$ cat src/rtl/result_converter_pipe.sv
// result_converter_pipe: three-stage quadrant fold + fixed-point to IEEE-754
// single converter for the CORDIC sin/cos results, with valid/ready flow control.
//   S1: quadrant fold from the flips code, split into sign and magnitude.
//   S2: leading-one detect and normalise the magnitude to the MSB.
//   S3: round (or truncate) and pack into sign/exponent/mantissa.
// Build option: define RESULT_CONVERTER_PIPE_RNE_EN for round-to-nearest-even;
// without it the mantissa is truncated.
module result_converter_pipe #(
    parameter int WIDTH = 32,
    parameter int FRAC  = 31
) (
    input  logic             clk,
    input  logic             rst,
    input  logic             in_valid,
    output logic             in_ready,
    input  logic [2:0]       flips,
    input  logic [WIDTH-1:0] sin_in,
    input  logic [WIDTH-1:0] cos_in,
    output logic             out_valid,
    input  logic             out_ready,
    output logic [31:0]      sin_out,
    output logic [31:0]      cos_out,
    output logic             bad_flips
);
    localparam int PW = $clog2(WIDTH);
    localparam int EW = WIDTH + 24;

    // One extra bit so that negating the most negative input stays exact.
    typedef logic signed [WIDTH:0] wide_t;

    typedef struct packed {
        logic             sign;
        logic [WIDTH-1:0] mag;
    } s1_ch_t;

    typedef struct packed {
        logic             sign;
        logic             zero;
        logic [PW-1:0]    pos;
        logic [WIDTH-1:0] mag;
    } s2_ch_t;

    function automatic s1_ch_t to_sign_mag(input wide_t v);
        s1_ch_t r;
        r.sign = v[WIDTH];
        r.mag  = WIDTH'(v[WIDTH] ? -v : v);
        return r;
    endfunction

    // Leading-one position and shift so that the leading one lands on the MSB.
    function automatic s2_ch_t normalize(input s1_ch_t c);
        s2_ch_t        r;
        logic [PW-1:0] pos;
        pos = '0;
        for (int i = 0; i < WIDTH; i++) begin
            if (c.mag[i]) pos = PW'(i);
        end
        r.sign = c.sign;
        r.zero = (c.mag == '0);
        r.pos  = pos;
        r.mag  = c.mag << (PW'(WIDTH - 1) - pos);
        return r;
    endfunction

`ifdef RESULT_CONVERTER_PIPE_RNE_EN
    // Selects every bit of the padded word that lies below the guard bit.
    localparam logic [EW-1:0] STICKY_MASK = (EW'(1) << (WIDTH - 1)) - EW'(1);
`endif

    // Pack a normalised channel; zero padding covers inputs narrower than 24 bits.
    function automatic logic [31:0] pack(input s2_ch_t c);
        logic [EW-1:0] ext;
        logic [22:0]   mant;
        logic [7:0]    bexp;
`ifdef RESULT_CONVERTER_PIPE_RNE_EN
        logic          guard;
        logic          sticky;
`endif
        ext  = {c.mag, 24'd0};
        mant = 23'(ext >> WIDTH);
        bexp = 8'(int'(c.pos) - FRAC + 127);
`ifdef RESULT_CONVERTER_PIPE_RNE_EN
        guard  = ext[WIDTH-1];
        sticky = |(ext & STICKY_MASK);
        if (guard && (sticky || mant[0])) begin
            if (&mant) begin
                mant = '0;
                bexp = bexp + 8'd1;
            end else begin
                mant = mant + 23'd1;
            end
        end
`endif
        return c.zero ? 32'h0000_0000 : {c.sign, bexp, mant};
    endfunction

    logic   s1_valid_q, s1_valid_d, s2_valid_q, s2_valid_d, s3_valid_q, s3_valid_d;
    logic   s1_bad_q, s1_bad_d, s2_bad_q, s2_bad_d, bad_flips_q, bad_flips_d;
    s1_ch_t s1_sin_q, s1_sin_d, s1_cos_q, s1_cos_d;
    s2_ch_t s2_sin_q, s2_sin_d, s2_cos_q, s2_cos_d;
    logic [31:0] sin_out_q, sin_out_d, cos_out_q, cos_out_d;
    logic   s2_load, s3_load;
    wide_t  s_w, c_w, c_abs, sin_f, cos_f;
    logic   fold_bad;

    // Combinational ready chain: a stage loads when it is empty or its contents move on.
    always_comb begin
        s3_load  = !s3_valid_q || out_ready;
        s2_load  = !s2_valid_q || s3_load;
        in_ready = !s1_valid_q || s2_load;
    end

    // S1: quadrant fold of the incoming sample.
    // NOTE: every always_comb output gets a default first, so no path can infer a latch.
    always_comb begin
        s_w      = {sin_in[WIDTH-1], sin_in};
        c_w      = {cos_in[WIDTH-1], cos_in};
        c_abs    = c_w[WIDTH] ? -c_w : c_w;
        sin_f    = s_w;
        cos_f    = c_abs;
        fold_bad = 1'b0;
        case (flips)
            3'b000: ;
            3'b001: begin sin_f = -c_abs; cos_f = s_w;    end
            3'b111: begin sin_f = c_abs;  cos_f = -s_w;   end
            3'b010,
            3'b110: begin sin_f = -s_w;   cos_f = -c_abs; end
            default: fold_bad = 1'b1;
        endcase

        s1_valid_d = s1_valid_q;
        s1_bad_d   = s1_bad_q;
        s1_sin_d   = s1_sin_q;
        s1_cos_d   = s1_cos_q;
        if (in_ready) begin
            s1_valid_d = in_valid;
            if (in_valid) begin
                s1_bad_d = fold_bad;
                s1_sin_d = to_sign_mag(sin_f);
                s1_cos_d = to_sign_mag(cos_f);
            end
        end
    end

    // S2: normalisation of both channels.
    always_comb begin
        s2_valid_d = s2_valid_q;
        s2_bad_d   = s2_bad_q;
        s2_sin_d   = s2_sin_q;
        s2_cos_d   = s2_cos_q;
        if (s2_load) begin
            s2_valid_d = s1_valid_q;
            if (s1_valid_q) begin
                s2_bad_d = s1_bad_q;
                s2_sin_d = normalize(s1_sin_q);
                s2_cos_d = normalize(s1_cos_q);
            end
        end
    end

    // S3: round and pack; contents hold while the consumer stalls.
    always_comb begin
        s3_valid_d  = s3_valid_q;
        bad_flips_d = bad_flips_q;
        sin_out_d   = sin_out_q;
        cos_out_d   = cos_out_q;
        if (s3_load) begin
            s3_valid_d = s2_valid_q;
            if (s2_valid_q) begin
                bad_flips_d = s2_bad_q;
                sin_out_d   = pack(s2_sin_q);
                cos_out_d   = pack(s2_cos_q);
            end
        end
    end

    // Pipeline registers; reset drops every in-flight sample at once.
    // NOTE: state is updated with non-blocking assignments so all stages see pre-edge values.
    always_ff @(posedge clk or posedge rst) begin
        if (rst) begin
            s1_valid_q  <= 1'b0;
            s2_valid_q  <= 1'b0;
            s3_valid_q  <= 1'b0;
            s1_bad_q    <= 1'b0;
            s2_bad_q    <= 1'b0;
            bad_flips_q <= 1'b0;
            s1_sin_q    <= '0;
            s1_cos_q    <= '0;
            s2_sin_q    <= '0;
            s2_cos_q    <= '0;
            sin_out_q   <= '0;
            cos_out_q   <= '0;
        end else begin
            s1_valid_q  <= s1_valid_d;
            s2_valid_q  <= s2_valid_d;
            s3_valid_q  <= s3_valid_d;
            s1_bad_q    <= s1_bad_d;
            s2_bad_q    <= s2_bad_d;
            bad_flips_q <= bad_flips_d;
            s1_sin_q    <= s1_sin_d;
            s1_cos_q    <= s1_cos_d;
            s2_sin_q    <= s2_sin_d;
            s2_cos_q    <= s2_cos_d;
            sin_out_q   <= sin_out_d;
            cos_out_q   <= cos_out_d;
        end
    end

    assign out_valid = s3_valid_q;
    assign sin_out   = sin_out_q;
    assign cos_out   = cos_out_q;
    assign bad_flips = bad_flips_q;

endmodule

$ cat config.mk
export PLATFORM = sky130hd
export DESIGN_NAME = result_converter_pipe
export DESIGN_NICKNAME = d
export VERILOG_FILES = /design/src/rtl/result_converter_pipe.sv
export SDC_FILE = /design/constraint.sdc
export NUM_CORES = 1
export LEC_CHECK = 0
export ABC_AREA = 1
export CAP_MARGIN = 20
export CELL_PAD_IN_SITES_DETAIL_PLACEMENT = 2
export CELL_PAD_IN_SITES_GLOBAL_PLACEMENT = 2
export CORE_ASPECT_RATIO = 1.75
export CORE_MARGIN = 8
export CORE_UTILIZATION = 29
export CTS_BUF_LIST = sky130_fd_sc_hd__clkbuf_16
export CTS_CLUSTER_DIAMETER = 60
export DETAILED_ROUTE_END_ITERATION = 8
export PLACE_DENSITY = 0.74
export SLEW_MARGIN = 20
export SYNTH_ARGS = -nofsm -noshare
export SYNTH_HDL_FRONTEND = slang
export SYNTH_SLANG_ARGS = --single-unit
$ cat constraint.sdc
create_clock -name clk -period 7.5 [get_ports clk]
set_input_delay 2.25 -clock clk [delete_from_list [all_inputs] [get_ports clk]]
set_output_delay 2.25 -clock clk [all_outputs]
set_load 0.1 [all_outputs]
==> impl_metrics.tcl <==
set metrics [dict create \
    status "completed" \
    hold_ws_ns 0.485 \
    die_w_um 202 \
    synth_area_sq_mm 0.0176 \
    hold_buffers 0 \
    ioPinCount 138 \
    grt.overflow.total 0 \
    dpl-instance-area_sq_mm 0.0198 \
    ys_seq_area_share_pct 27.8 \
    synthCells 2830 \
    antenna_found_initial 0 \
    post_cts.repair.setup_buffers 0 \
    cp.depth 27 \
    nFillCells 7432 \
    hpwl_um 62500 \
    vias_per_cell 5.40 \
    grt_max_degree 104 \
    cts_num_sinks 196 \
    track_usage_pct 22.1 \
    syn_nets 2908 \
    rsz0062_at_grt "false" \
    fmax_mhz 146 \
    final_nets 2969 \
    finalHoldViolCount 0 \
    totalWireLength_um 77100 \
    finalCritPeriodShare_pct 91.4 \
    grt_pass1_wl_um 124000 \
    placedCellCount 3658 \
    num_vias 19928 \
    cts_buffers 17 \
    core_sq_mm 0.0602 \
    power_density_mw_per_mm2 332 \
    clockRootBuffer "clkbuf_16" \
    final_core_util_pct 33.9 \
    max_slew_margin_pct 31.5 \
    ys_types 64 \
    drc 0 \
    vdd_drop_max_mv 0.251 \
    layout.cells.non_filler 3690 \
    cts_buffer_depth 2 \
    fin_crit_ns 6.86 \
    gp_congestion 0.932 \
    worstRegToRegCells 37 \
    die_h_um 342 \
    die-area_sq_mm 0.0693 \
    io_buffer_count 137 \
    insertion_delay_ns 0.47 \
    first_pass_iters 5 \
    arrival_ns 7.17 \
    combPwrFrac_pct 60.5 \
    grt_pass1_vias 22183 \
    syn_area_per_cell_sq_um 6.24 \
    area_growth_pct 15.6 \
    yosys_warnings 0 \
    setup_tns_ns 0 \
    min_path_type "flip-flop to flip-flop" \
    slowest_delay_ns 0.47 \
    cts_tree "done" \
    dp_slack_ns 0.207 \
    power.leakage_nw 9.50 \
    placementRows 119 \
    crit_family "simple AND/OR/NAND/NOR gates" \
    cp_common_cell "nand2_1" \
    total_power_mw 6.78 \
    crit_path_start_kind "input port" \
    crit_path_end_kind "flip-flop" \
    power_frac_clock_pct 13.8 \
    fin_skew_ns 0.0110 \
    p_int_mw 3.01 \
    critPathSlowestCell "clkdlybuf4s50_1" \
    finish.instance_area_sq_mm 0.0204 \
    cap_violations 0 \
    drv_slew 0 \
    power_frac_seq_pct 25.8 \
    p_switching_mw 3.77 \
    n_antenna_cell 0 \
    drt-wirelength-per-cell_um 20.9 \
    post_cts_resize_count 0 \
    worst_slack_ns 0.643 \
    drt_iter0_markers 690 \
    tightest_slew_ns 1.02 \
    swShare_pct 55.6 \
    synth-seq-cells 196 \
    cp_num_buf_inv 5 \
    drive_gt1_share_pct 7.61 \
    htree_levels 4 \
    initial_core_util_pct 29.3 \
    antenna_left 0 \
    setup_viol 0 \
    hold_depth 2 \
    required_ns 7.81 \
    timing_worst_setup_path_type "input port to flip-flop" \
    clk_pin_slew_ns 0.07 \
    cp_max_fo 7 \
]
[logic make-up after synthesis]
kind of cell	Yosys count	synth area share, %
adder cells (fa/ha/maj)	7	0.496
AND/OR/NAND/NOR	1777	45.7
XOR/XNOR	84	4.55
flip-flops	196	27.8
multiplexers	1	0.0638
buffers and inverters	437	9.53
AO/OA/AOI/OAI	328	11.9
[layout make-up]
cell class              count  area (sq um)  share of cell area (%)
multi-input cells        2197         11100                    54.3
flip-flops and latches    196          4900                    24.0
well taps                 786           983                    4.82
clock buffers              17           425                    2.09
clock inverters            15           173                   0.846
inverters                 300          1130                    5.54
repair buffers            179          1700                    8.32
[path summary, 6_finish.rpt]
path	slack (ns)	startpoint	end
min in group asynchronous	2.29	rst	s2_cos_q[12]
worst min-delay path	0.49	cos_out[30]	cos_out[30]
worst max-delay path	0.64	cos_in[0]	s1_cos_q[30]
worst min register to register	0.49	cos_out[30]	cos_out[30]
max in group asynchronous	4.03	rst	sin_out[20]
worst max register to register	3.30	s1_cos_q[2]	s2_cos_q[28]
[sequential cells by signal, indices dropped and copies added, names as in the netlist]
name        flops
s1_cos_q       33
s1_sin_q       33
cos_out        32
sin_out        32
s2_cos_q       30
s2_sin_q       30
bad_flips       1
out_valid       1
s1_bad_q        1
s1_valid_q      1
s2_bad_q        1
s2_valid_q      1
[synthesized netlist by cell type (all sizes together)]
library cell / count / area [sq um]
or2: 19 / 119
a211o: 1 / 8.76
nand2: 795 / 3060
a21o: 3 / 22.5
xnor2: 14 / 123
nand3b: 11 / 86.3
o21ai: 177 / 927
clkinv: 4 / 16.3
nor3: 29 / 210
a22oi: 5 / 42.5
a21oi: 36 / 199
a32oi: 1 / 8.76
dfrtp: 196 / 4900
inv: 296 / 1110
a31oi: 5 / 31.3
a32o: 2 / 20.0
o221ai: 15 / 131
nor4: 11 / 75.1
o31ai: 3 / 36.3
clkbuf: 99 / 372
mux2: 1 / 11.3
o21a: 1 / 15.0
xor2: 70 / 681
o22ai: 12 / 101
ha: 7 / 87.6
nor2: 241 / 1030
a221oi: 4 / 35.0
nand4: 50 / 319
and2: 1 / 6.26
o211ai: 15 / 113
a311o: 1 / 10.0
a22o: 30 / 263
o2111ai: 3 / 26.3
o221a: 1 / 11.3
buf: 38 / 183
a211oi: 6 / 45.0
nand3: 620 / 3150
o21bai: 7 / 52.6
[worst register-to-register path, delay by kind of cell, from the launching register on]
family,cells,cell delay (ns)
buffers and inverters,2,0.51
flip-flops,1,0.44
AND/OR/NAND/NOR,35,3.15
[power groups by stage]
stage               clock network, mW  logic [mW]  registers, mW
floorplan                           0        1.83           2.85
global placement                    0        4.01           1.75
detailed placement                  0        4.13           1.77
CTS                             0.966        4.15           1.75
global route                    0.996        4.47           1.81
finish                          0.934        4.10           1.75
[metal layers]
metal	wire [um]	vias to the layer above	global-route usage [%]
li1	-	9494	-
met1	29900	9965	23.3
met2	41100	317	42.1
met3	1570	152	1.93
met4	4520	0	12.8
met5	0	-	0
[placed cells by master (no fill, tap or decap), types with 8 or more instances in the layout]
cell | Yosys | routed
xnor2_1 | 14 | 14
o221ai_1 | 15 | 15
a21oi_1 | 31 | 27
nand2_1 | 765 | 762
o211ai_1 | 15 | 15
nor2_1 | 216 | 215
buf_4 | 2 | 42
o21ai_2 | 11 | 11
clkdlybuf4s50_1 | 0 | 136
clkbuf_16 | 0 | 17
inv_2 | 25 | 27
nand3_1 | 613 | 613
inv_1 | 271 | 269
o21ai_0 | 123 | 123
nor2_2 | 12 | 13
a22o_1 | 30 | 30
o22ai_1 | 9 | 9
nand4_1 | 49 | 49
nor3_1 | 21 | 21
nor4_1 | 10 | 10
nand2_2 | 29 | 32
or2_2 | 8 | 8
dfrtp_1 | 196 | 196
a21oi_2 | 5 | 9
o21ai_1 | 43 | 43
or2_1 | 11 | 11
nand3b_1 | 10 | 10
xor2_1 | 64 | 64
nor2_4 | 13 | 13
(Power assumes the default switching activity.)
